## src/rtl/camo_key_loader.sv

```systemverilog
// Serial key loader for camouflaged-cell function selects.
// Bits arrive LSB first over a valid/ready handshake, followed by one even-parity
// bit. A passing key is committed atomically to the held select bus. A failing
// parity check, an idle timeout, or a start while locked sets the sticky error.
// The parity decision is registered once before it is applied to the outputs,
// so results appear two edges after the parity bit is accepted.
module camo_key_loader #(
    parameter int                       NUM_CELLS   = 6,
    parameter logic [2*NUM_CELLS-1:0]   DEFAULT_KEY = {(2*NUM_CELLS){1'b0}},
    parameter int                       TIMEOUT     = 255
) (
    input  logic                        clk,
    input  logic                        rst_n,
    input  logic                        key_start,
    input  logic                        key_bit,
    input  logic                        key_bit_valid,
    output logic                        key_bit_ready,
    input  logic                        lock_req,
    output logic [2*NUM_CELLS-1:0]      sel_out,
    output logic                        sel_valid,
    output logic                        busy,
    output logic                        done,
    output logic                        err,
    output logic                        locked
);

    localparam int KEY_W  = 2 * NUM_CELLS;
    localparam int CNT_W  = $clog2(KEY_W + 1);
    localparam int IDLE_W = $clog2(TIMEOUT + 1);

    typedef enum logic [1:0] {
        ST_IDLE  = 2'd0,
        ST_SHIFT = 2'd1,
        ST_CHECK = 2'd2
    } state_e;

    // Even parity holds when the key bits and the parity bit XOR to zero.
    function automatic logic parity_ok(input logic [KEY_W-1:0] data, input logic par);
        return ~((^data) ^ par);
    endfunction

    state_e             state_q, state_d;
    logic [CNT_W-1:0]   cnt_q, cnt_d;
    logic [IDLE_W-1:0]  idle_q, idle_d;
    logic [KEY_W-1:0]   shadow_q, shadow_d;
    logic               parity_q, parity_d;
    logic               pass_q, pass_d;
    logic               fail_q, fail_d;
    logic [KEY_W-1:0]   sel_q, sel_d;
    logic               sel_valid_q, sel_valid_d;
    logic               done_q, done_d;
    logic               err_q, err_d;
    logic               locked_q, locked_d;
    logic               ready_q, ready_d;
    logic               busy_q, busy_d;
    logic               xfer_s;

    assign xfer_s = key_bit_valid & ready_q;

    // Next-state, shift register, timeout and commit logic.
    always_comb begin
        state_d     = state_q;
        cnt_d       = cnt_q;
        idle_d      = idle_q;
        shadow_d    = shadow_q;
        parity_d    = parity_q;
        pass_d      = 1'b0;
        fail_d      = 1'b0;
        sel_d       = sel_q;
        sel_valid_d = sel_valid_q;
        done_d      = 1'b0;
        err_d       = err_q;

        // Apply the parity decision registered during the previous CHECK cycle.
        if (pass_q) begin
            sel_d       = shadow_q;
            sel_valid_d = 1'b1;
            done_d      = 1'b1;
        end else if (fail_q) begin
            err_d = 1'b1;
        end else begin
            done_d = 1'b0;
        end

        case (state_q)
            ST_IDLE: begin
                if (key_start) begin
                    if (locked_q) begin
                        err_d = 1'b1;
                    end else begin
                        state_d  = ST_SHIFT;
                        cnt_d    = {CNT_W{1'b0}};
                        idle_d   = {IDLE_W{1'b0}};
                        shadow_d = {KEY_W{1'b0}};
                        err_d    = 1'b0;
                    end
                end else begin
                    state_d = ST_IDLE;
                end
            end
            ST_SHIFT: begin
                if (key_start) begin
                    // Restart: any bit presented in the same cycle is dropped.
                    cnt_d    = {CNT_W{1'b0}};
                    idle_d   = {IDLE_W{1'b0}};
                    shadow_d = {KEY_W{1'b0}};
                end else if (xfer_s) begin
                    idle_d = {IDLE_W{1'b0}};
                    if (cnt_q < CNT_W'(KEY_W)) begin
                        for (int i = 0; i < KEY_W; i++) begin
                            if (cnt_q == CNT_W'(i)) begin
                                shadow_d[i] = key_bit;
                            end else begin
                                shadow_d[i] = shadow_q[i];
                            end
                        end
                        cnt_d = cnt_q + CNT_W'(1);
                    end else begin
                        parity_d = key_bit;
                        state_d  = ST_CHECK;
                    end
                end else if (idle_q >= IDLE_W'(TIMEOUT - 1)) begin
                    // Sender went quiet for TIMEOUT cycles: abandon the load.
                    state_d = ST_IDLE;
                    idle_d  = {IDLE_W{1'b0}};
                    err_d   = 1'b1;
                end else if (idle_q != {IDLE_W{1'b1}}) begin
                    idle_d = idle_q + IDLE_W'(1);
                end else begin
                    idle_d = idle_q;
                end
            end
            ST_CHECK: begin
                state_d = ST_IDLE;
                if (parity_ok(shadow_q, parity_q)) begin
                    pass_d = 1'b1;
                end else begin
                    fail_d = 1'b1;
                end
            end
            default: begin
                state_d = ST_IDLE;
            end
        endcase
    end

    // Lock is sticky and only honoured once a checked key is (being) committed.
    always_comb begin
        locked_d = locked_q | (lock_req & (sel_valid_q | pass_q));
        ready_d  = (state_d == ST_SHIFT);
        busy_d   = (state_d != ST_IDLE);
    end

    // State and output registers with synchronous active-low reset.
    always_ff @(posedge clk) begin
        if (!rst_n) begin
            state_q     <= ST_IDLE;
            cnt_q       <= {CNT_W{1'b0}};
            idle_q      <= {IDLE_W{1'b0}};
            shadow_q    <= {KEY_W{1'b0}};
            parity_q    <= 1'b0;
            pass_q      <= 1'b0;
            fail_q      <= 1'b0;
            sel_q       <= DEFAULT_KEY;
            sel_valid_q <= 1'b0;
            done_q      <= 1'b0;
            err_q       <= 1'b0;
            locked_q    <= 1'b0;
            ready_q     <= 1'b0;
            busy_q      <= 1'b0;
        end else begin
            state_q     <= state_d;
            cnt_q       <= cnt_d;
            idle_q      <= idle_d;
            shadow_q    <= shadow_d;
            parity_q    <= parity_d;
            pass_q      <= pass_d;
            fail_q      <= fail_d;
            sel_q       <= sel_d;
            sel_valid_q <= sel_valid_d;
            done_q      <= done_d;
            err_q       <= err_d;
            locked_q    <= locked_d;
            ready_q     <= ready_d;
            busy_q      <= busy_d;
        end
    end

    assign key_bit_ready = ready_q;
    assign sel_out       = sel_q;
    assign sel_valid     = sel_valid_q;
    assign busy          = busy_q;
    assign done          = done_q;
    assign err           = err_q;
    assign locked        = locked_q;

endmodule

```

## config.mk

```make
export PLATFORM = sky130hd
export DESIGN_NAME = camo_key_loader
export DESIGN_NICKNAME = d
export VERILOG_FILES = /design/src/rtl/camo_key_loader.sv
export SDC_FILE = /design/constraint.sdc
export NUM_CORES = 1
export LEC_CHECK = 0
export CORE_MARGIN = 2
export CORE_UTILIZATION = 51
export CTS_CLUSTER_DIAMETER = 200
export DETAILED_ROUTE_END_ITERATION = 8
export PLACE_DENSITY = 0.76
export SLEW_MARGIN = 20
export SYNTH_ARGS = -nofsm -noshare
export SYNTH_HDL_FRONTEND = slang
export SYNTH_SLANG_ARGS = --single-unit
```

## constraint.sdc

```tcl
create_clock -name clk -period 1.5 [get_ports clk]
set_input_delay 0.3 -clock clk [delete_from_list [all_inputs] [get_ports clk]]
set_output_delay 0.3 -clock clk [all_outputs]
set_load 0.005 [all_outputs]
```

==> flow_metrics.env, run 1 <==
export IMPL_status="finished, violations left"
export IMPL_violations="setup timing"
export IMPL_synth_edff_count=0
export IMPL_peakVddDrop_uv=438
export IMPL_cts_sinks=47
export IMPL_vias_per_cell=5.44
export IMPL_instances_no_fill=366
export IMPL_grtUsageTotal_pct=21.0
export IMPL_route_detailed_drc=0
export IMPL_fin_worst_skew_ns=0.00706
export IMPL_die_area_sq_mm=0.00514
export IMPL_fin_crit_ns=1.72
export IMPL_yosys_warnings=0
export IMPL_grt_use_met3_pct=3.38
export IMPL_rows=24
export IMPL_setup_violations=10
export IMPL_async_flop_share_pct=0
export IMPL_die_h_microns=71.7
export IMPL_placedCellCount=354
export IMPL_yosys_top_cells_area="dfxtp_1 40%, mux2i_1 7.3%, nor2b_1 6.2%"
export IMPL_core_sq_mm=0.00438
export IMPL_tightest_slew_ns=0.400
export IMPL_max_slew_margin_pct=73.3
export IMPL_nNetsFinal=325
export IMPL_mostFrequentLayoutCell="dfxtp_1"
export IMPL_power_mw=2.28
export IMPL_crit_type="reg2reg"
export IMPL_finalHoldViolCount=0
export IMPL_cap_viol_max_count=0
export IMPL_netlist_instances=253
export IMPL_cpPeakStageDelay_ns=0.36
export IMPL_syn_area_sq_mm=0.00233
export IMPL_grt_pass1_wl_microns=8600
export IMPL_syn_area_per_cell_sq_um=9.23
export IMPL_setup_ws_ns=-0.219
export IMPL_cts_htree_levels=2
export IMPL_synth_ff_type="dfxtp_1"
export IMPL_layout_drive_gt1_share_pct=25.8
export IMPL_cts_root_buf="clkbuf_8"
export IMPL_clock_path_buffers=2
export IMPL_cts_tree="yes"
export IMPL_worst_ep_arrival_time_ns=1.92
export IMPL_clk_pin_slew_ns=0.09
export IMPL_startpoint_type="register"
export IMPL_worstPathMaxFanout=6
export IMPL_crit_path_end_kind="register"
export IMPL_clk_latency_ns=0.30
export IMPL_period_share_pct=115
export IMPL_drt_iter0_markers=128
export IMPL_grt_util_met2_pct=36.0
export IMPL_leakage_nw=1.16
export IMPL_diodes=0
export IMPL_final_antenna_net_count=0
export IMPL_path_cells="inv_2, ha_4, nor4b_4, and4_4, a211oi_4, and4b_1, a31o_2"
export IMPL_met1_usage_pct=26.8
export IMPL_required_ns=1.70
export IMPL_finalSetupTns_ns=-1.36
export IMPL_firstDrtPassIters=4
export IMPL_yosysTopAreaCell="dfxtp_1"
export IMPL_finalWeightedCongestion=0.799
export IMPL_grt_setup_unrepaired="true"
export IMPL_cp_top_family="simple AND/OR/NAND/NOR gates"
export IMPL_final_max_slew_viol_count=0
export IMPL_top_usage_layer="met2"
export IMPL_final_util_pct=70.7
export IMPL_wl_per_cell_microns=13.9
export IMPL_ys_ff_latch=47
export IMPL_start_util_pct=53.3
export IMPL_drt_total_wl_microns=5100
export IMPL_critPathSlowestCell="dfxtp_2"
export IMPL_dpl_hpwl_microns=3640
export IMPL_layout_common_cells="40 x dfxtp_1, 36 x buf_4, 23 x nor2b_1"
export IMPL_grt_overflow_total=0
export IMPL_hold_class="reg2reg"
export IMPL_fmax_mhz=582
export IMPL_grt_antenna_before_repair=0
export IMPL_port_buffers=23
export IMPL_fp_dieW_microns=71.7
export IMPL_io_pins=24
export IMPL_synth_net_count=265
export IMPL_synth_top_area_share_pct=40.3
export IMPL_vias=1992
export IMPL_pre_cts_slack_ns=-0.573
export IMPL_syn_to_final_growth_pct=32.7
export IMPL_crit_buf_inv=1
export IMPL_synth_cell_types=45
export IMPL_cts_buffers_inserted=5
export IMPL_power_per_cell_area_mw_per_mm2=735
export IMPL_yosysSeqAreaShare_pct=40.3
export IMPL_grt_pass1_vias=1957
export IMPL_grt_max_degree=21
layout make-up:
type | instances | area (sq um)
multi-input combinational | 190 | 1420
sequential | 47 | 957
timing repair buffer | 62 | 543
inverter | 7 | 26.3
fill | 348 | 1290
clock buffer | 5 | 68.8
tap | 52 | 65.1
clock inverter | 3 | 18.8
worst register-to-register path, stage by stage, from the launching register on:
cell and delay [ns]:
dfxtp_2 0.36, inv_2 0.05, ha_4 0.17, nor4b_4 0.29, and4_4 0.28, a211oi_4 0.09
and4b_1 0.18, a31o_2 0.20
kinds of logic after synthesis:
family                   count (synthesis)  synth area share (%)
AND/OR/NAND/NOR                         85                  20.5
AO/OA/AOI/OAI                           66                  19.6
flip-flops                              47                  40.3
multiplexers                            17                  7.29
XOR/XNOR                                16                  6.00
buffers and inverters                   16                  3.11
adder cells (fa/ha/maj)                  6                  3.22
metrics by stage:
stage | hold WS [ns] | area (sq um)
floorplan | 0.445 | 2370
global placement | 0.478 | 2900
detailed placement | 0.479 | 2900
CTS | 0.500 | 3030
global route | 0.500 | 3100
finish | 0.465 | 3100
where the power goes:
| part | switching (mW) | internal (mW) |
|---|---|---|
| registers | 0.0113 | 1.25 |
| clock network | 0.445 | 0.329 |
| logic | 0.114 | 0.122 |
state kept, by name, summed over array words and instances (netlist names):
| signal | cells |
|---|---|
| state_q | 2 |
| cnt_q | 4 |
| done | 1 |
| err | 1 |
| sel_out | 12 |
| shadow_q | 12 |
| pass_q | 1 |
| sel_valid | 1 |
| key_bit_ready | 1 |
| parity_q | 1 |
| busy | 1 |
| idle_q | 8 |
| fail_q | 1 |
| locked | 1 |
final timing paths:
kind                                 from   endpoint  slack, ns  depth (start not counted)
worst max-delay path            idle_q[0]  idle_q[3]      -0.22                          7
worst min-delay path            sel_valid  sel_valid       0.47                          1
worst min register to register  sel_valid  sel_valid       0.47                          1
worst max register to register  idle_q[0]  idle_q[3]      -0.22                          7
repair_timing:
| item | 4_1_cts | 5_1_grt |
|---|---|---|
| setup buffers | 1 | 3 |
| hold endpoints to repair | 0 | 0 |
| gates resized for setup | 18 | 21 |
| endpoints found under the setup margin | 28 | 26 |
| hold buffers | 0 | 0 |
| pin swaps | 12 | 8 |
synth_stat cells (all sizes together), types with 2 or more instances:
library cell / number
xnor2: 11
inv: 7
mux2i: 17
xor2: 5
clkbuf: 6
a21o: 2
nand2: 18
ha: 6
nand3: 7
nand4: 3
nor2b: 23
and2: 5
buf: 3
a21boi: 11
o21ai: 17
o21a: 3
and3: 4
a21oi: 19
o211ai: 4
o2111ai: 2
nand2b: 4
nor2: 14
dfxtp: 47
nor3b: 2
routing by layer:
metal	vias up	wire, microns
li1	1001	-
met1	950	2400
met2	36	2510
met3	5	135
met4	0	52
met5	-	0
Note: power is estimated with default switching activity, not from simulation.
==> run 2, diff against run 1 <==
Settings changed: SKIP_LAST_GASP from default to 1.
==> run 2 against run 1 <==
Routed wire length grew 0.22%. Critical endpoint unchanged. Die area unchanged. Final area unchanged. The flow still finishes with violations (setup timing).
==> flow_metrics.env, run 2 (same netlist as run 1, synthesis figures left out) <==
export IMPL_internal_power_mw=1.71
export IMPL_status="finished, violations left"
export IMPL_path_cells="inv_2, ha_4, nor4b_4, and4_4, a211oi_4, and4b_1, a31o_2"
export IMPL_worst_ep_arrival_time_ns=1.92
export IMPL_vias_per_cell=5.45
export IMPL_grt_pass1_vias=1957
export IMPL_syn_to_final_growth_pct=32.7
export IMPL_clk_latency_ns=0.30
export IMPL_cts_htree_levels=2
export IMPL_final_antenna_net_count=0
export IMPL_final_max_slew_viol_count=0
export IMPL_layout_drive_gt1_share_pct=25.8
export IMPL_grtUsageTotal_pct=21.0
export IMPL_hp_start="sel_valid"
export IMPL_sw_frac_of_total_pct=25.1
export IMPL_cts_buffers_inserted=5
export IMPL_grt_antenna_before_repair=0
export IMPL_cp_startpoint="idle_q[0]"
export IMPL_power_mw=2.28
export IMPL_clockPowerShare_pct=34.0
export IMPL_final_util_pct=70.7
export IMPL_r2r_slack_ns=-0.22
export IMPL_p_sw_mw=0.573
export IMPL_pre_cts_slack_ns=-0.573
export IMPL_die_area_sq_mm=0.00514
export IMPL_finalWeightedCongestion=0.799
export IMPL_port_buffers=23
export IMPL_cap_viol_max_count=0
export IMPL_rr_worst_depth=7
export IMPL_grt_overflow_total=0
export IMPL_whs_ns=0.465
export IMPL_start_util_pct=53.3
export IMPL_r2r_start="idle_q[0]"
export IMPL_core_sq_mm=0.00438
export IMPL_route_detailed_drc=0
export IMPL_cts_root_buf="clkbuf_8"
export IMPL_firstDrtPassIters=4
export IMPL_drt_total_wl_microns=5110
export IMPL_grt_max_degree=21
export IMPL_crit_type="reg2reg"
export IMPL_die_h_microns=71.7
export IMPL_hold_class="reg2reg"
export IMPL_place_area_sq_mm=0.00290
export IMPL_cp_top_family="simple AND/OR/NAND/NOR gates"
export IMPL_grt_setup_unrepaired="true"
export IMPL_drt_iter0_markers=113
export IMPL_power_per_cell_area_mw_per_mm2=735
export IMPL_fp_dieW_microns=71.7
export IMPL_dpl_hpwl_microns=3640
export IMPL_instances_no_fill=366
export IMPL_setup_violations=10
export IMPL_cts_sinks=47
export IMPL_vias=1996
export IMPL_cpPeakStageDelay_ns=0.36
export IMPL_holdBufCountCts=0
export IMPL_startpoint_type="register"
export IMPL_violations="setup timing"
export IMPL_tightest_slew_ns=0.400
export IMPL_nFillCells=348
export IMPL_peakVddDrop_uv=439
export IMPL_nNetsFinal=325
export IMPL_period_share_pct=115
export IMPL_wl_per_cell_microns=14.0
export IMPL_diodes=0
export IMPL_finalHoldViolCount=0
export IMPL_crit_buf_inv=1
export IMPL_max_slew_margin_pct=73.3
export IMPL_r2r_end="idle_q[3]"
export IMPL_layout_common_cells="40 x dfxtp_1, 36 x buf_4, 23 x nor2b_1"
export IMPL_io_pins=24
export IMPL_finalSetupTns_ns=-1.36
export IMPL_fin_crit_ns=1.72
export IMPL_design_area_sq_mm=0.00310
export IMPL_required_ns=1.70
export IMPL_fin_worst_skew_ns=0.00757
export IMPL_rows=24
export IMPL_mostFrequentLayoutCell="dfxtp_1"
export IMPL_worstPathMaxFanout=6
export IMPL_leakage_nw=1.16
export IMPL_clk_pin_slew_ns=0.09
export IMPL_setup_ws_ns=-0.220
export IMPL_critPathSlowestCell="dfxtp_2"
export IMPL_pwr_share_comb_pct=10.4
export IMPL_fmax_mhz=581
export IMPL_crit_end="idle_q[3]"
export IMPL_worst_path_stages=7
export IMPL_placedCellCount=354
export IMPL_cts_tree="yes"
export IMPL_grt_pass1_wl_microns=8600
export IMPL_clock_path_buffers=2
export IMPL_crit_path_end_kind="register"
export IMPL_p_seq_share_pct=55.6
-- run 2: power groups by stage --
stage / combinational (mW) / clock (mW) / sequential (mW)
CTS: 0.223 / 0.787 / 1.27
global route: 0.258 / 0.832 / 1.27
global placement: 0.216 / 0 / 1.30
detailed placement: 0.218 / 0 / 1.30
finish: 0.236 / 0.776 / 1.27
floorplan: 0.123 / 0 / 1.29
-- run 2: cell type report --
type / instances / area [sq um] / area share [%]
Timing Repair Buffer: 62 / 543 / 17.5
Multi-Input combinational cell: 190 / 1420 / 45.8
Inverter: 7 / 26.3 / 0.848
Sequential cell: 47 / 957 / 30.9
Clock buffer: 5 / 68.8 / 2.22
Clock inverter: 3 / 18.8 / 0.606
Tap cell: 52 / 65.1 / 2.10
-- run 2: how the worst min path moves through the flow --
stage / end / cells after the start
global placement: sel_valid / 1
floorplan: parity_q / 2
CTS: sel_valid / 1
global route: sel_valid / 1
finish: sel_valid / 1
detailed placement: sel_valid / 1
-- run 2: timing repair --
item | CTS | global route
buffers inserted | 1 | 3
endpoints found under the setup margin | 28 | 26
pin swaps | 12 | 8
gates resized for setup | 18 | 21
-- run 2: routing by layer --
layer / share of wire [%] / vias up / track usage (%)
li1: - / 1000 / -
met1: 46 / 948 / 26.8
met2: 49 / 43 / 36.0
met3: 3.5 / 5 / 3.38
met4: 1.0 / 0 / 7.13
met5: 0 / - / 0
-- run 2: worst reg2reg max path, stage by stage (launching register included) --
cell and delay, ns:
dfxtp_2 0.36, inv_2 0.05, ha_4 0.17, nor4b_4 0.29, and4_4 0.28, a211oi_4 0.09
and4b_1 0.18, a31o_2 0.20
==> run 3, diff against run 2 <==
Settings changed: CAP_MARGIN from default to 25, CORE_UTILIZATION 51 to 30, PLACE_DENSITY 0.76 to default.
==> run 3 against run 2 <==
The flow still finishes with violations (setup timing). Cell count grew 13%. Worst setup slack better by 0.013 ns. Clock power grew 9.7%. Global-route usage down 8.1 points. Die area rose by 66%. Final area up 1.6%. Sequential power about the same. Clock skew down 0.0012 ns. Via count decreased by 2.9%.
==> flow_metrics.env, run 3 (same netlist as run 1, synthesis figures left out) <==
export IMPL_power_per_cell_area_mw_per_mm2=746
export IMPL_worst_path_stages=7
export IMPL_wl_per_cell_microns=12.2
export IMPL_fmax_mhz=586
export IMPL_dpl_hpwl_microns=3790
export IMPL_power_mw=2.35
export IMPL_peakVddDrop_uv=379
export IMPL_worst_ep_arrival_time_ns=1.90
export IMPL_finalHoldViolCount=0
export IMPL_vias_per_cell=4.67
export IMPL_drt_total_wl_microns=5080
export IMPL_fin_worst_skew_ns=0.00632
export IMPL_clockPowerShare_pct=36.2
export IMPL_mostFrequentLayoutCell="dfxtp_1"
export IMPL_max_slew_margin_pct=79.4
export IMPL_cp_top_family="simple AND/OR/NAND/NOR gates"
export IMPL_critPathSlowestCell="dfxtp_2"
export IMPL_drt_iter0_markers=79
export IMPL_cpPeakStageDelay_ns=0.36
export IMPL_worstPathMaxFanout=6
export IMPL_top_usage_layer="met2"
export IMPL_layout_drive_gt1_share_pct=25.2
export IMPL_io_pins=24
export IMPL_vias=1938
export IMPL_p_seq_share_pct=54.0
export IMPL_cts_sinks=47
export IMPL_final_antenna_net_count=0
export IMPL_start_util_pct=30.5
export IMPL_path_cells="inv_2, ha_4, nor4b_4, and4_4, a211oi_4, and4b_1, a31o_2"
export IMPL_pwr_share_comb_pct=9.8
export IMPL_fin_crit_ns=1.71
export IMPL_die_h_microns=92.2
export IMPL_r2r_start="idle_q[0]"
export IMPL_violations="setup timing"
export IMPL_place_area_sq_mm=0.00297
export IMPL_route_detailed_drc=0
export IMPL_nNetsFinal=324
export IMPL_grt_pass1_vias=1904
export IMPL_p_sw_mw=0.552
export IMPL_grt_setup_unrepaired="true"
export IMPL_holdBufCountCts=0
export IMPL_cts_htree_levels=2
export IMPL_design_area_sq_mm=0.00315
export IMPL_setup_ws_ns=-0.208
export IMPL_nFillCells=749
export IMPL_grt_pass1_wl_microns=8770
export IMPL_clock_path_buffers=2
export IMPL_core_sq_mm=0.00765
export IMPL_internal_power_mw=1.80
export IMPL_grt_overflow_total=0
export IMPL_whs_ns=0.471
export IMPL_clk_pin_slew_ns=0.09
export IMPL_required_ns=1.70
export IMPL_die_area_sq_mm=0.00850
export IMPL_cts_root_buf="clkbuf_8"
export IMPL_grtUsageTotal_pct=12.9
export IMPL_grt_util_met2_pct=20.8
export IMPL_met1_usage_pct=16.7
export IMPL_firstDrtPassIters=4
export IMPL_finalWeightedCongestion=0.844
export IMPL_crit_end="idle_q[3]"
export IMPL_clk_latency_ns=0.30
export IMPL_placedCellCount=405
export IMPL_layout_common_cells="39 x dfxtp_1, 36 x buf_4, 23 x nor2b_1"
export IMPL_syn_to_final_growth_pct=34.8
export IMPL_setup_violations=8
export IMPL_r2r_end="idle_q[3]"
export IMPL_instances_no_fill=415
export IMPL_grt_max_degree=19
export IMPL_cts_buffers_inserted=5
export IMPL_r2r_slack_ns=-0.21
export IMPL_port_buffers=23
export IMPL_tightest_slew_ns=0.308
export IMPL_final_max_slew_viol_count=0
export IMPL_crit_buf_inv=1
export IMPL_fp_dieW_microns=92.2
export IMPL_grt_use_met3_pct=2.88
export IMPL_final_util_pct=41.1
export IMPL_hp_start="sel_valid"
export IMPL_diodes=0
export IMPL_cap_viol_max_count=0
export IMPL_startpoint_type="register"
export IMPL_period_share_pct=114
export IMPL_crit_type="reg2reg"
export IMPL_status="finished, violations left"
export IMPL_rows=32
export IMPL_hold_class="reg2reg"
export IMPL_seq_area_sq_um=956
export IMPL_rr_worst_depth=7
export IMPL_multi_input_area_sq_mm=0.00141
export IMPL_leakage_nw=1.15
export IMPL_cts_tree="yes"
export IMPL_crit_path_end_kind="register"
export IMPL_sw_frac_of_total_pct=23.5
export IMPL_cp_startpoint="idle_q[0]"
export IMPL_grt_antenna_before_repair=0
[run 3: power by group through the flow]
stage                     Combinational, mW  Sequential (mW)  Clock [mW]
after floorplan                       0.123             1.29           0
after global routing                  0.253             1.27       0.941
final                                 0.229             1.27       0.851
after CTS                             0.228             1.27       0.883
after global placement                0.222             1.30           0
after detailed placement              0.222             1.30           0
[run 3: how the worst min path moves through the flow]
stage | cells after the start | endpoint | slack [ns]
finish | 1 | sel_valid | 0.47
detailed placement | 1 | sel_valid | 0.49
global route | 1 | sel_valid | 0.51
CTS | 1 | sel_valid | 0.51
floorplan | 2 | parity_q | 0.44
global placement | 1 | sel_valid | 0.46
[run 3: what timing repair did]
item,in CTS,in global routing
setup endpoints to repair,24,25
pin swaps,7,3
resized for setup,15,13
buffers inserted,2,0
[run 3: area by class of cell]
| class | instances | area share, % |
|---|---|---|
| flip-flops and latches | 47 | 30.4 |
| clock inverters | 1 | 0.239 |
| well taps | 102 | 4.06 |
| clock buffers | 7 | 3.06 |
| inverters | 7 | 0.835 |
| repair buffers | 61 | 16.8 |
| multi-input cells | 190 | 44.7 |
[run 3: metrics by stage]
step	worst slack [ns]	setup TNS, ns
after detailed placement	-0.525	-11.44
after CTS	-0.184	-0.991
after global placement	-0.489	-10.76
final	-0.208	-0.968
after global routing	-0.266	-1.77
after floorplan	-0.101	-0.142
[run 3: metal layers]
metal,up-vias,wire (microns)
met5,-,0
met4,0,78
met3,4,191
met2,35,2350
met1,896,2460
li1,1003,-
